--- src/rtl/tt_pkg.sv ---
// Shared types and constants for the truth-table scanner.
package tt_pkg;

   // Number of select codes swept for the default 4-bit select width.
   localparam int unsigned N_CODES = 16;

   // Width of the per-code hold counter; holds SETTLE-1 for SETTLE up to 15.
   localparam int unsigned CNT_W = 4;

   typedef enum logic [1:0] {
      StIdle,
      StSettle,
      StDone
   } state_e;

endpackage

--- src/rtl/settle_cnt.sv ---
// Per-code hold counter: loadable, decrementing, with a zero flag.
module settle_cnt #(
   parameter int unsigned WIDTH = 4
) (
   input  logic             clk,
   input  logic             rst_n,
   input  logic             load,
   input  logic [WIDTH-1:0] load_val,
   input  logic             dec,
   output logic [WIDTH-1:0] cnt,
   output logic             zero
);

   logic [WIDTH-1:0] cnt_q;

   // Load has priority over decrement; decrement saturates at zero.
   always_ff @(posedge clk or negedge rst_n) begin
      if (!rst_n) begin
         cnt_q <= '0;
      end else if (load) begin
         cnt_q <= load_val;
      end else if (dec && (cnt_q != '0)) begin
         cnt_q <= cnt_q - WIDTH'(1);
      end
   end

   // Expose count and zero flag to the sequencer.
   always_comb begin
      cnt  = cnt_q;
      zero = (cnt_q == '0);
   end

endmodule

--- src/rtl/truth_table_scanner.sv ---
// Sweeps a select code across a function block, holding each code for SETTLE
// cycles, captures the resulting truth table and compares it to a golden one.
module truth_table_scanner
   import tt_pkg::*;
#(
   parameter int unsigned SETTLE = 2,
   parameter int unsigned WIDTH  = 4
) (
   input  logic                  clk,
   input  logic                  rst_n,
   input  logic                  start,
   input  logic                  abort,
   input  logic [2**WIDTH-1:0]   expected,
   input  logic                  f,
   output logic [WIDTH-1:0]      W,
   output logic                  En,
   output logic                  busy,
   output logic                  done,
   output logic [2**WIDTH-1:0]   table_out,
   output logic                  table_valid,
   output logic [2**WIDTH-1:0]   mismatch,
   output logic                  pass
);

   localparam int unsigned NCodes = 2**WIDTH;
   localparam logic [WIDTH-1:0] LastCode = WIDTH'(NCodes - 1);
   localparam logic [CNT_W-1:0] HoldLoad = CNT_W'(SETTLE - 1);

   state_e             state_q, state_d;
   logic [WIDTH-1:0]   w_q, w_d;
   logic               en_q, en_d;
   logic [NCodes-1:0]  table_q, table_d;
   logic               valid_q, valid_d;

   logic               cnt_load;
   logic               cnt_dec;
   logic               cnt_zero;
   logic [CNT_W-1:0]   cnt_val;

   settle_cnt #(
      .WIDTH(CNT_W)
   ) u_settle_cnt (
      .clk      (clk),
      .rst_n    (rst_n),
      .load     (cnt_load),
      .load_val (HoldLoad),
      .dec      (cnt_dec),
      .cnt      (cnt_val),
      .zero     (cnt_zero)
   );

   // State and datapath registers; reset discards any partial sweep.
   always_ff @(posedge clk or negedge rst_n) begin
      if (!rst_n) begin
         state_q <= StIdle;
         w_q     <= '0;
         en_q    <= 1'b0;
         table_q <= '0;
         valid_q <= 1'b0;
      end else begin
         state_q <= state_d;
         w_q     <= w_d;
         en_q    <= en_d;
         table_q <= table_d;
         valid_q <= valid_d;
      end
   end

   // Sequencer: next state, select code, capture and counter control.
   always_comb begin
      state_d  = state_q;
      w_d      = w_q;
      en_d     = en_q;
      table_d  = table_q;
      valid_d  = valid_q;
      cnt_load = 1'b0;
      cnt_dec  = 1'b0;
      unique case (state_q)
         StIdle: begin
            // abort is deliberately not looked at here
            if (start) begin
               state_d  = StSettle;
               w_d      = '0;
               en_d     = 1'b1;
               cnt_load = 1'b1;
               valid_d  = 1'b0;
               table_d  = '0;
            end
         end
         StSettle: begin
            if (abort) begin
               state_d = StIdle;
               en_d    = 1'b0;
               w_d     = '0;
            end else if (!cnt_zero) begin
               cnt_dec = 1'b1;
            end else begin
               table_d[w_q] = f;
               if (w_q == LastCode) begin
                  // W stays at the last code; it never wraps
                  state_d = StDone;
                  en_d    = 1'b0;
               end else begin
                  w_d      = w_q + WIDTH'(1);
                  cnt_load = 1'b1;
               end
            end
         end
         StDone: begin
            valid_d = 1'b1;
            state_d = StIdle;
         end
         default: begin
            state_d = StIdle;
         end
      endcase
   end

   // Outputs decoded from registered state; compare gated by table_valid.
   always_comb begin
      W           = w_q;
      En          = en_q;
      busy        = (state_q == StSettle);
      done        = (state_q == StDone);
      table_out   = table_q;
      table_valid = valid_q;
      mismatch    = valid_q ? (table_q ^ expected) : '0;
      pass        = valid_q && (mismatch == '0);
   end

endmodule

--- config.mk ---
export PLATFORM = sky130hd
export DESIGN_NAME = truth_table_scanner
export DESIGN_NICKNAME = d
export VERILOG_FILES = /design/src/rtl/tt_pkg.sv /design/src/rtl/settle_cnt.sv /design/src/rtl/truth_table_scanner.sv
export SDC_FILE = /design/constraint.sdc
export NUM_CORES = 1
export LEC_CHECK = 0
export ABC_CLOCK_PERIOD_IN_PS = 1900
export CORE_UTILIZATION = 28
export DETAILED_ROUTE_END_ITERATION = 10
export SLEW_MARGIN = 20
export SYNTH_ARGS = -nofsm -noshare
export SYNTH_HDL_FRONTEND = slang
export SYNTH_SLANG_ARGS = --single-unit
--- constraint.sdc ---
create_clock -name clk -period 1.9 [get_ports clk]
set_clock_uncertainty 0.2 [all_clocks]
set_input_delay 0.38 -clock clk [delete_from_list [all_inputs] [get_ports clk]]
set_output_delay 0.38 -clock clk [all_outputs]
set_load 0.01 [all_outputs]
Word-level counts from Yosys, hierarchy flattened:

Cells that the tools add are included.

* $mul: 0
* reductions and logical operators: 15
* equality and inequality tests: 9
* div/mod/pow operators: 0
* bitwise gates (word level): 1
* shift-type cells: 0
* muxes and demuxes: 35
* $add $sub $neg: 2
* order comparisons: 2

Operators with widths (count)
* 2-to-1 mux 16 bit: 4
* case mux 16 bit (2 select lines): 1
* 2-to-1 mux 4 bit: 6
* bitwise mux 16 bit: 1
* logical NOT 16 bit: 1
* XOR 16 bit: 1
* 2-to-1 mux 1 bit: 13
* AND reduction 4 bit: 3
* 2-to-1 mux 2 bit: 4
* case mux 4 bit (2 select lines): 1
* inequality test 3 x 2 -> 1 bit (second input constant): 2
* case mux 1 bit (2 select lines): 3
* nonzero test 2 bit: 3
* less-than comparator 4 x 5 -> 1 bit (second input constant): 1
* adder 4 x 1 -> 4 bit (second input constant): 1
* demux 1 bit (select 4 bit): 1
* equality test 4 bit (second input constant): 1
* >= comparator 4 x 1 -> 1 bit (second input constant): 1
* logical NOT 4 bit: 1
* inequality test 2 bit (second input constant): 2
* case mux 2 bit (2 select lines): 1
* nonzero test 4 bit: 1
* subtractor 4 x 1 -> 4 bit (second input constant): 1
* logical AND 1 bit: 3
* other kinds (7): 7

* bits in registers: 28
* ROM bits: 0
* input port bits: 21
* bits in latches: 0
* memory bits (writable): 0
* memories kept: 0
* output and inout port bits: 41
* logic and storage cells: 70

Depth between registers and ports, before layout:

* word-level depth: 8
* mapped depth: 7
* gate-level depth less buffers: 6

Hierarchy:

Synthesis repeated with hierarchy kept, for this count alone.

* cell total of the unflattened synthesis: 207
* area total of the unflattened synthesis: 1849.3 sq um

By module, submodules not included
* truth_table_scanner: times used 1, sequential area each 600.6 sq um, area an instance 1579.0 sq um, cells an instance 180
* settle_cnt: times used 1, sequential area each 100.1 sq um, area an instance 270.3 sq um, cells an instance 27

Worst setup path after synthesis:

Ideal clock, no wire load.

* kind: register -> output
* from: register table_q[4] (netlist: table_out[4])
* to: output port pass
* required time: 1.320 ns
* path buffers: 0
* slack: -0.068 ns
* stages on the path, launching flop included: 5
* arrival time: 1.388 ns
* cell sequence: dfrtp_1 -> xor2_1 -> nor4_1 -> nand4_1 -> nor4b_1

* longest elaborated chain between the ends: 4

RTL lines
* from (decl): line truth_table_scanner.sv:32 `logic [NCodes-1:0] table_q, table_d;`
* from (signal assigned): line truth_table_scanner.sv:64 `table_q <= table_d;`
* XOR 16 bit: line truth_table_scanner.sv:127 `mismatch = valid_q ? (table_q ^ expected) : '0;`
* 2-to-1 mux 16 bit: line truth_table_scanner.sv:127
* logical NOT 16 bit: line truth_table_scanner.sv:128 `pass = valid_q && (mismatch == '0);`
* logical AND 1 bit: line truth_table_scanner.sv:128
* to (decl): line truth_table_scanner.sv:22 `output logic pass`

Every way passes these cells.

Worst setup path in the final report:

* from: register table_q[15] (netlist: table_out[15])
* to: output port pass

Same word-level chain as after synthesis.

==> parameters.txt <==
Parameter                              Value

Run status
  Result of the run    finished, violations left
  Violations in the final reports    setup timing

Yosys
  Synthesized area per cell    approximately 9 sq um
  Leading cell type by number of instances after synthesis    dfrtp_1
  Commonest register cell after synthesis    dfrtp_1
  Share of the synthesized area in the top cell type    between 30% and 40%
  Number of instances in the synthesized netlist    193
  Async S/R FF share, synth    100%
  Share of the yosys chip area belonging to registers    around 40%
  Most area-consuming cells after synthesis    dfrtp_1 40%, xor2_1 9.0%, o21ai_1 6.3%, and2_1 5.7%, o21ai_0 4.5%
  Nets in the synthesized netlist    between 200 and 250
  Post-synth EDFFs    0
  Synth top cells by count    28 x dfrtp_1, 22 x o21ai_1, 18 x xor2_1
  Mapped cell area    1760 sq um
  Number of warnings reported in the yosys synthesis log    0
  Unique cell type count in the Yosys netlist    40
  Post-synth top area cell    dfrtp_1
  Number of flip-flops and latches in the synthesized netlist    28

Clock network
  Clock input transition at the sequential cells of the worst setup and hold paths    0.10 ns
  Clock buffer depth    2
  Clock tree root buffer cell    clkbuf_8
  CTS H-tree depth    1
  Count of hold buffers inserted by post-cts repair    0
  Number of sinks driven by the clock tree    28
  Number of buffers created by CTS    3
  Worst-Skew Late Latency    0.28 ns
  CTS tree    done

Pwr
  Post-layout total power    2.10 mW
  P_leak    1.59 nW
  Worst supply voltage drop on vdd    0.495 mV
  P per Cell Area    720 nW/um^2

Setup path
  R2R setup slack    0 ns
  Worst EP required    approximately 1.3 ns
  Critical setup path kind    flop to output port
  Critical path arrival    1.77 ns
  Startpoint type of the worst setup path    flop
  CP Max Fanout    2
  Category of the worst setup path capture point    output port

Layout
  Fraction of final layout cells sized beyond drive strength 1    between 30% and 40%
  Fill count    592
  Net count, final    325
  Antenna Diode Count    0
  Synthesis-to-layout area growth    65.7%

Global routing
  First-pass GRT wire length    7950 um
  Overall fraction of global-route tracks in use    15.5%
  Global-route congestion overflow total    0
  Initial antenna violation count    0
  Global routing met1 resource utilization    20.8%
  Via count of the first global-routing pass    1657
  Layer carrying the most global-route usage    met2
  GR met3 Demand/Resource    under 10%
  Met2 usage in global routing    25.8%
  Largest net degree at the start of global routing    29

Placement
  Number of port buffers    61
  Minimum setup slack after placement    -1.02 ns
  Placer congestion estimate    0.830
  Placed wire-length estimate    3860 um

Detailed routing
  Final ANT Viol Nets    0
  Count of TritonRoute iterations in the first routing pass    4
  Detailed-route vias per instance    4.71
  Iteration-0 DRC Markers    79
  Residual DRC count    0
  Routed wire per std cell    13.6 um
  Final wirelength    5040 um
  Number of vias after detailed routing    1752

Min path
  Hold crit path type    primary input to async pin

Floorplan
  Initial Util    29.4%
  Number of I/O pins    slightly above 60
  Die height    81.3 um
  Floorplan row count    28
  Die area    6610 sq um
  Area inside the core boundary    5990 sq um
  Chip Width    around 81 um

Timing
  Transition time at the pin with the least slew margin    0.388 ns
  Max-slew headroom at the worst pin    74.1%
  Max-slew violations    0
  Post-route setup slack    -0.448 ns
  Achievable frequency    426 MHz
  Final Hold Slack    about 0.28 ns
  Share of the clock period used by the worst path after layout    124%
  Fin. Hold Viols    0
  Total of endpoints with negative setup slack in the final report    3
  Min cycle time layout    2.35 ns
  Setup repair after global routing missed its margin    true

Job
  Max-capacitance violation count    0
placed cells by master, fill, tap and decap left out, drive strengths merged, types with 3 or more instances in the layout:
cell,count
nor4,3
buf,57
dlygate4sd2,16
xor2,18
inv,9
dfrtp,28
nand3,6
ha,6
nand2b,6
clkdlybuf4s15,4
nor2,8
dlymetal6s2s,14
a31oi,5
o21ai,38
and2,16
nand2,7
clkdlybuf4s50,15
clkbuf,4
nor3,5
a21oi,14
cell families (layout without fill, tap and decap cells):
group	count (synthesis)	after routing	share of synthesized area, %
compound gates	63	63	19.7
xor+xnor	19	19	9.45
fa+ha+maj	6	6	4.26
buf+inv	15	119	4.12
flops	28	28	39.8
simple gates	62	62	22.7
path summary, 6_finish.rpt:
check / start / to / cells past startpoint
max: table_out[15] / pass / 5
min: rst_n / u_settle_cnt.cnt[1] / 2
max reg2reg: u_settle_cnt.cnt[0] / table_out[5] / 6
min reg2reg: En / En / 2
max in group asynchronous: rst_n / W[0] / 2
min in group clk: En / En / 2
flip-flops by register name (all words and copies together) (netlist names):
| name | cells |
|---|---|
| state_q | 2 |
| W | 4 |
| En | 1 |
| u_settle_cnt.cnt | 4 |
| table_out | 16 |
| table_valid | 1 |
critical path, cell delays in order, from the launching register on:
cell and delay [ns]:
dfrtp_1 0.42, xor2_1 0.17, nor4_2 0.31, nand4_1 0.17, nor4b_2 0.26, buf_2 0.17
timing repair:
item                       in CTS  in global routing
gates resized for setup        80                 40
pin swaps                      29                 17
setup endpoints to repair      38                 49
gates cloned                    0                  0
buffers inserted                2                  3
routing by layer:
layer | share of wire, % | wire length, um | vias up
li1 | - | - | 882
met4 | 0.97 | 49 | 0
met5 | 0 | 0 | -
met2 | 46 | 2340 | 68
met1 | 44 | 2240 | 798
met3 | 8.3 | 420 | 4
final cells by class:
class / instances / area [sq um] / area share [%]
Clock buffer: 4 / 55.1 / 1.89
Inverter: 9 / 33.8 / 1.16
Multi-Input combinational cell: 150 / 1130 / 38.6
Sequential cell: 28 / 706 / 24.2
Tap cell: 75 / 93.8 / 3.22
Timing Repair Buffer: 106 / 903 / 31.0
report_power, final:
group          internal (mW)  switching (mW)  total, mW  leakage, nW
sequential             0.665          0.0865      0.751        0.374
combinational          0.477           0.498      0.975         1.19
clock                  0.186           0.189      0.375       0.0288
total                   1.33           0.774       2.10         1.59
through the flow:
stage | std cells | setup TNS (ns) | area, sq um | util, %
after global routing | 372 | -2.28 | 2920 | 48.7
after CTS | 369 | -0.835 | 2760 | 46.0
after detailed placement | 363 | -11.22 | 2730 | 45.6
final | 372 | -0.708 | 2920 | 48.7
after floorplan | 193 | 0 | 1770 | -
after global placement | 363 | -10.34 | 2730 | 45.6
Note: power is estimated with default switching activity, not from simulation.
